==> config.mk <==
export PLATFORM = sky130hd
export DESIGN_NAME = led_sequencer
export DESIGN_NICKNAME = d
export VERILOG_FILES = /design/src/rtl/led_sequencer.sv
export SDC_FILE = /design/constraint.sdc
export NUM_CORES = 1
export LEC_CHECK = 0
export ABC_CLOCK_PERIOD_IN_PS = 2300
export BUFFER_PORTS_ARGS = -buffer_cell sky130_fd_sc_hd__buf_2
export CELL_PAD_IN_SITES_DETAIL_PLACEMENT = 1
export CELL_PAD_IN_SITES_GLOBAL_PLACEMENT = 1
export CORE_AREA = 2 2 117 62
export DETAILED_ROUTE_END_ITERATION = 7
export DIE_AREA = 0 0 119 64
export HOLD_SLACK_MARGIN = 0.03
export PLACE_DENSITY_LB_ADDON = 0.1
export SLEW_MARGIN = 20
export SYNTH_ARGS = -nofsm -noshare
export SYNTH_HDL_FRONTEND = slang
export SYNTH_SLANG_ARGS = --single-unit
==> constraint.sdc <==
create_clock -name CLOCK_50 -period 2.3 [get_ports CLOCK_50]
set_clock_uncertainty 0.1 [all_clocks]
set_input_delay 0.115 -clock CLOCK_50 [delete_from_list [all_inputs] [get_ports CLOCK_50]]
set_output_delay 0.115 -clock CLOCK_50 [all_outputs]
set_load 0.01 [all_outputs]
==> src/rtl/led_sequencer.sv <==
// LED pattern sequencer: prescaled step generator driving shift-left,
// shift-right, bounce and binary-count patterns on an LED bus.
// Build option: define LED_SEQ_BOUNCE_EN to include the bounce pattern
// (mode 2); without it mode 2 runs the shift-left pattern and no
// direction register exists.
module led_sequencer #(
   parameter int unsigned LED_W    = 8,
   parameter int unsigned TICK_DIV = 50000000
) (
   input  logic             CLOCK_50,
   input  logic             reset,
   input  logic             enable,
   input  logic [1:0]       mode,
   output logic [LED_W-1:0] LED,
   output logic             tick,
   output logic             wrap
);

   localparam int unsigned     CNT_W   = (TICK_DIV > 1) ? $clog2(TICK_DIV) : 1;
   localparam logic [CNT_W-1:0] CNT_MAX = CNT_W'(TICK_DIV - 1);

   typedef enum logic [1:0] {
      MODE_SHL    = 2'd0,
      MODE_SHR    = 2'd1,
      MODE_BOUNCE = 2'd2,
      MODE_COUNT  = 2'd3
   } mode_e;

`ifdef LED_SEQ_BOUNCE_EN
   typedef enum logic {
      DIR_UP   = 1'b0,
      DIR_DOWN = 1'b1
   } dir_e;

   dir_e dir_q, dir_d;
`endif

   logic [CNT_W-1:0] cnt_q, cnt_d;
   logic [LED_W-1:0] led_q, led_d;
   logic             tick_q, tick_d;
   logic             wrap_q, wrap_d;
   mode_e            mode_q, mode_d;
   mode_e            mode_in;
   logic             step;

   assign mode_in = mode_e'(mode);

   // Initial pattern shown when a mode is entered (reset or mode change).
   function automatic logic [LED_W-1:0] start_pattern(input mode_e m);
      logic [LED_W-1:0] p;
      p = '0;
      case (m)
         MODE_SHR:   p[LED_W-1] = 1'b1;
         MODE_COUNT: p          = '0;
         default:    p[0]       = 1'b1;
      endcase
      return p;
   endfunction

   assign step = enable && (cnt_q == CNT_MAX);

   // Next-state: mode change beats a step; enable gates prescaler and pattern.
   always_comb begin
      cnt_d  = cnt_q;
      led_d  = led_q;
      tick_d = 1'b0;
      wrap_d = 1'b0;
      mode_d = mode_q;
`ifdef LED_SEQ_BOUNCE_EN
      dir_d  = dir_q;
`endif
      if (mode_in != mode_q) begin
         led_d  = start_pattern(mode_in);
         cnt_d  = '0;
         mode_d = mode_in;
`ifdef LED_SEQ_BOUNCE_EN
         dir_d  = DIR_UP;
`endif
      end else if (step) begin
         cnt_d  = '0;
         tick_d = 1'b1;
         case (mode_q)
`ifdef LED_SEQ_BOUNCE_EN
            MODE_BOUNCE: begin
               if (dir_q == DIR_UP) begin
                  led_d = led_q << 1;
                  if (led_q[LED_W-2]) dir_d = DIR_DOWN;
               end else begin
                  led_d = led_q >> 1;
                  if (led_q[1]) begin
                     wrap_d = 1'b1;
                     dir_d  = DIR_UP;
                  end
               end
            end
            MODE_SHL: begin
               led_d  = {led_q[LED_W-2:0], led_q[LED_W-1]};
               wrap_d = led_q[LED_W-1];
            end
`else
            MODE_SHL, MODE_BOUNCE: begin
               led_d  = {led_q[LED_W-2:0], led_q[LED_W-1]};
               wrap_d = led_q[LED_W-1];
            end
`endif
            MODE_SHR: begin
               led_d  = {led_q[0], led_q[LED_W-1:1]};
               wrap_d = led_q[0];
            end
            MODE_COUNT: begin
               led_d  = led_q + 1'b1;
               wrap_d = &led_q;
            end
            default: led_d = led_q;
         endcase
      end else if (enable) begin
         cnt_d = cnt_q + 1'b1;
      end
   end

   // State and registered outputs; reset loads the sampled mode's start pattern.
   always_ff @(posedge CLOCK_50) begin
      if (reset) begin
         cnt_q  <= '0;
         led_q  <= start_pattern(mode_in);
         tick_q <= 1'b0;
         wrap_q <= 1'b0;
         mode_q <= mode_in;
`ifdef LED_SEQ_BOUNCE_EN
         dir_q  <= DIR_UP;
`endif
      end else begin
         cnt_q  <= cnt_d;
         led_q  <= led_d;
         tick_q <= tick_d;
         wrap_q <= wrap_d;
         mode_q <= mode_d;
`ifdef LED_SEQ_BOUNCE_EN
         dir_q  <= dir_d;
`endif
      end
   end

   assign LED  = led_q;
   assign tick = tick_q;
   assign wrap = wrap_q;

endmodule

# Word-level counts from Yosys, hierarchy flattened
# Cells that the tools add are included.
dict set report totals {
  elab_cells 36
  input_bits 5
  reg_bits 38
  output_inout_bits 10
}
dict set report classes {
  n_eq_ne 7
  n_bitwise 1
  add_sub_neg 2
  n_reduce_logical 10
  mux 10
}
# operator count
set ops {}
lappend ops {{26-bit by 1-bit adder with 26-bit output (second input constant)} 1}
lappend ops {{26-bit equality test (second input constant)} 1}
lappend ops {{8-bit 2-to-1 mux} 3}
lappend ops {{8-bit one-hot mux with 3 select lines} 1}
lappend ops {{8-bit by 1-bit adder with 8-bit output (second input constant)} 1}
lappend ops {{8-bit AND reduction} 1}
lappend ops {{2-bit equality test (second input constant)} 3}
lappend ops {{2-bit OR reduction} 3}
lappend ops {{3-bit OR reduction} 2}
lappend ops {{2-bit by 1-bit equality test with 1-bit output (second input constant)} 2}
lappend ops {{2-bit 2-to-1 mux} 2}
lappend ops {{1-bit 2-to-1 mux} 3}
lappend ops {{1-bit one-hot mux with 3 select lines} 1}
lappend ops {{3-bit nonzero test} 1}
lappend ops {{2-bit zero test} 1}
lappend ops {{2-bit inequality test} 1}
lappend ops {{2-bit nonzero test} 1}
lappend ops {{1-bit logical AND} 1}
lappend ops {{1-bit NOT} 1}

# Longest topological paths before layout
dict set report depth {
  depth_word 6
  ltp_mapped 8
  ltp_nobuf 6
}

# Worst setup path after synthesis
# Ideal clock, no wire load.
dict set report synth_path {
  path_type {register to register}
  startpoint {reg cnt_q[0]}
  endpoint {reg led_q[0] (netlist: LED[0]) (enable)}
  path_stages_with_launch 7
  period_less_slack_ps 2005
  arrival_ps 1595
  path_buffers 1
  path_slack_ps 295
  t_required_ps 1891
  setup_ps 309
  path_cell_list {dfxtp_1 ha_1 nand4_1 nor2_1 nand4_1 nand2_1 buf_2}
}
dict set report synth_between {
  elab_chain_cells 3
}
# element line
set synth_rtl {}
lappend synth_rtl {{start, declared} 38} ;# logic [CNT_W-1:0] cnt_q, cnt_d;
lappend synth_rtl {{start signal, assigned} 133} ;# cnt_q <= cnt_d;
lappend synth_rtl {{26-bit equality test} 60} ;# assign step = enable && (cnt_q == CNT_MAX);
lappend synth_rtl {{1-bit logical AND} 60}
lappend synth_rtl {{3-bit nonzero test (no line)} n/a}
lappend synth_rtl {{end signal, assigned} 125} ;# led_q <= start_pattern(mode_in);
lappend synth_rtl {{end signal, assigned} 134} ;# led_q <= led_d;
lappend synth_rtl {{end, declared} 39} ;# logic [LED_W-1:0] led_q, led_d;
# Every way passes these cells.
# A chain may end at the register's enable or synchronous reset.

# Worst setup path in the final report
dict set report layout_path {
  startpoint {reg cnt_q[7]}
  endpoint {reg cnt_q[23]}
}
dict set report layout_between {
  elab_chain_cells 3
  elab_cells_between_ends 4
  classes_between {add/sub (1); eq/ne (1); reduce/logical (2)}
}
# element
set layout_rtl {}
lappend layout_rtl {{branches (longest 3 deep; another with 26-bit by 1-bit adder with 26-bit output)}}
# Parallel ways; which one is timed is not known.

==> results.md <==
- P per Cell Area: 627 nW/um^2
- CTS H-tree lvls: 2
- Final Hold Viols: 0
- Worst Tran Pin Value: 0.490 ns
- WHS: 0.0755 ns
- R2R setup slack: 0.23 ns
- Critical Path End Type: flop
- Final setup TNS: 0 ns
- F_max: 483 MHz
- Fin crit period: 2.07 ns
- Area occupied by multi-input gates: 1080 sq um
- WHS Path Cells: 3
- Setup crit end: cnt_q[23]
- Max_slew headroom: 0.671
- Antenna cell count: 0
- GRT overflow: 0
- Clk sinks: 38
- M1 GR Usage: 0.187
- Critical path startpoint: cnt_q[7]
- Tightest Hold Check Type: in2reg
- FFs w/ async S/R, synth: 0
- Setup Slack @ Placement: 0.236 ns
- Largest net degree at the start of global routing: 24
- WL/cell: 13.9 um
- CTS tree: yes
- Top_reg_cell synth: dfxtp_1
- Register area share after synthesis: 0.415
- Detail Route Antenna Nets: 0
- Worst-path maximum fanout: 23
- Area leader, netlist: dfxtp_1
- Max-cap violations: 0
- Total track usage: 0.137
- GRT busiest layer: met2
- PnR Total Power: 1.47 mW
- Syn Inst Count: 226
- Syn nets: 233
- Synth top area cells: dfxtp_1 35%, xor2_1 9.1%, nor2_1 6.8%, edfxtp_1 6.2%, nand4_1 4.5%
- Core Area: 6540 sq um
- Via/cell ratio: 4.81
- Clock slew at reported path FFs: 0.06 ns
- Initial core utilization: 0.295
- First-pass DRT Iterations: 4
- R2r endpoint: cnt_q[23]
- Initial antenna violation count: 0
- Die Ht: 64 um
- Finish-stage setup viols: 0
- Post-synth top area share: 0.353
- Period utilization: 0.900
- WP data required: 2.36 ns
- Die area: 7620 sq um
- # port buffers: 14
- Area grow syn2layout: 21.3%
- Core Rows: 21
- Post-CTS Resized: 0
- Clock root cell: clkbuf_16
- CP Class: reg2reg
- Final wirelength: 4.78 mm
- Worst setup margin: 0.230 ns
- Yosys reg bits: 38
- Peak supply drop: 216 uV
- Setup bufs post-CTS: 0
- Vias in the first global route: 1,677
- First DRT Iteration DRCs: 109
- Met2 usage: 0.211
- EDFF count, synth: 4
- Clock Tree Buf Depth: 2
- Global-route wire length before repair: 8.28 mm
- Outcome: finished clean
- Max Slew Vio Count: 0
- Fillers: 790
- Leakage: 0.835 nW
- Nets: 259
- Reg-to-Reg Start: cnt_q[7]
- Syn avg cell area: 8.54 sq um
- Final routed DRC violation total: 0
- Skew-Pair Late Insertion Delay: 0.28 ns
- Yosys warnings: 0
- Critical Path AT: 2.13 ns
- Worst reg2reg path depth: 6
- Netlist cell types: 40
- GP Congestion: 0.771
- Startpoint types: flop
- Unrepaired setup endpoints after global routing: no
- DIE WIDTH: 119 um
- Via count: 1,653
- Netlist Area Pre-Place: 1930 sq um
- Met3 global-route usage: 0.0357
- Share of cells above drive strength 1: 0.143
- Seq. cell area: 801 sq um
- Detailed Place HPWL: 3.46 mm
- Total CTS buffers: 5
- I/O pin cnt: 15
layout make-up:
cell class | instances | area share
sequential | 38 | 0.342
multi-input combinational | 175 | 0.460
clock buffer | 7 | 0.0610
inverter | 5 | 0.00802
timing repair buffer | 27 | 0.0791
tap | 92 | 0.0492
critical path, stage by stage (launching register included):
cell and delay, ns:
dfxtp_1 0.36, or4b_4 0.54, nor3_4 0.16, nand4_1 0.26, nand2_1 0.27, buf_12 0.20
nor2_1 0.06
routing by layer:
metal | part of all wire | vias up | wire length (um)
li1 | - | 851 | -
met1 | 0.54 | 785 | 2570
met2 | 0.43 | 15 | 2050
met3 | 0.024 | 2 | 117
met4 | 0.0092 | 0 | 44
met5 | 0 | - | 0
flip-flops by register name (all words and copies together) (netlist names):
register	count
cnt_q	26
LED	8
mode_q	2
tick	1
wrap	1
Yosys cell counts, drive strengths merged (4+ instances only):
cell type,instances
nor2,35
dfxtp,34
nand2,20
xor2,20
nand4,15
nand3,12
a21oi,9
xnor2,9
o21ai,7
clkbuf,5
inv,5
mux2i,5
nor3,5
edfxtp,4
nor4,4
worst min-delay path by stage:
stage                 start   endpoint
floorplan           mode[0]  mode_q[0]
global placement    mode[1]  mode_q[1]
detailed placement  mode[1]  mode_q[1]
CTS                  enable   cnt_q[1]
global route         enable   cnt_q[0]
finish               enable   cnt_q[1]
metrics by stage:
| step | cell area (sq um) | utilization | std cells |
|---|---|---|---|
| 2_1_floorplan | 1930 | - | 226 |
| 3_3_place_gp | 2180 | 0.333 | 335 |
| 3_5_place_dp | 2180 | 0.333 | 335 |
| 4_1_cts | 2340 | 0.358 | 344 |
| 5_1_grt | 2340 | 0.358 | 344 |
| 6_report | 2340 | 0.358 | 344 |
cell usage in the layout (no fill, tap or decap), types with 9 or more instances in the layout:
cell type  instances
a21oi_1            9
buf_2             14
buf_4             10
dfxtp_1           34
nand2_1           20
nand3_1           12
nand4_1           14
nor2_1            35
xnor2_1            9
xor2_1            20
cells by family (layout without fill, tap and decap cells):
kind of cell               after synthesis  count (layout)  share of synthesized area
AOI/OAI and AO/OA                       27              27                     0.0850
xor gates and xnor gates                29              29                      0.132
adders and majority gates                2               2                     0.0130
buffers and inverters                   13              39                     0.0266
DFF                                     38              38                      0.415
muxes                                    6               6                     0.0318
and+or+nand+nor                        111             111                      0.297
what timing repair did:
item	in CTS	in global routing
hold buffers	2	0
endpoints found under the setup margin	0	0
endpoints found under the hold margin	2	0
report_power, final:
group | switching, mW | internal (mW) | total, mW | leakage, nW
Combinational | 0.0597 | 0.0400 | 0.0997 | 0.449
Clock | 0.250 | 0.425 | 0.676 | 0.0700
Sequential | 0.0114 | 0.680 | 0.692 | 0.316
Total | 0.322 | 1.15 | 1.47 | 0.835
No activity file was read; power rests on OpenSTA's default activity.
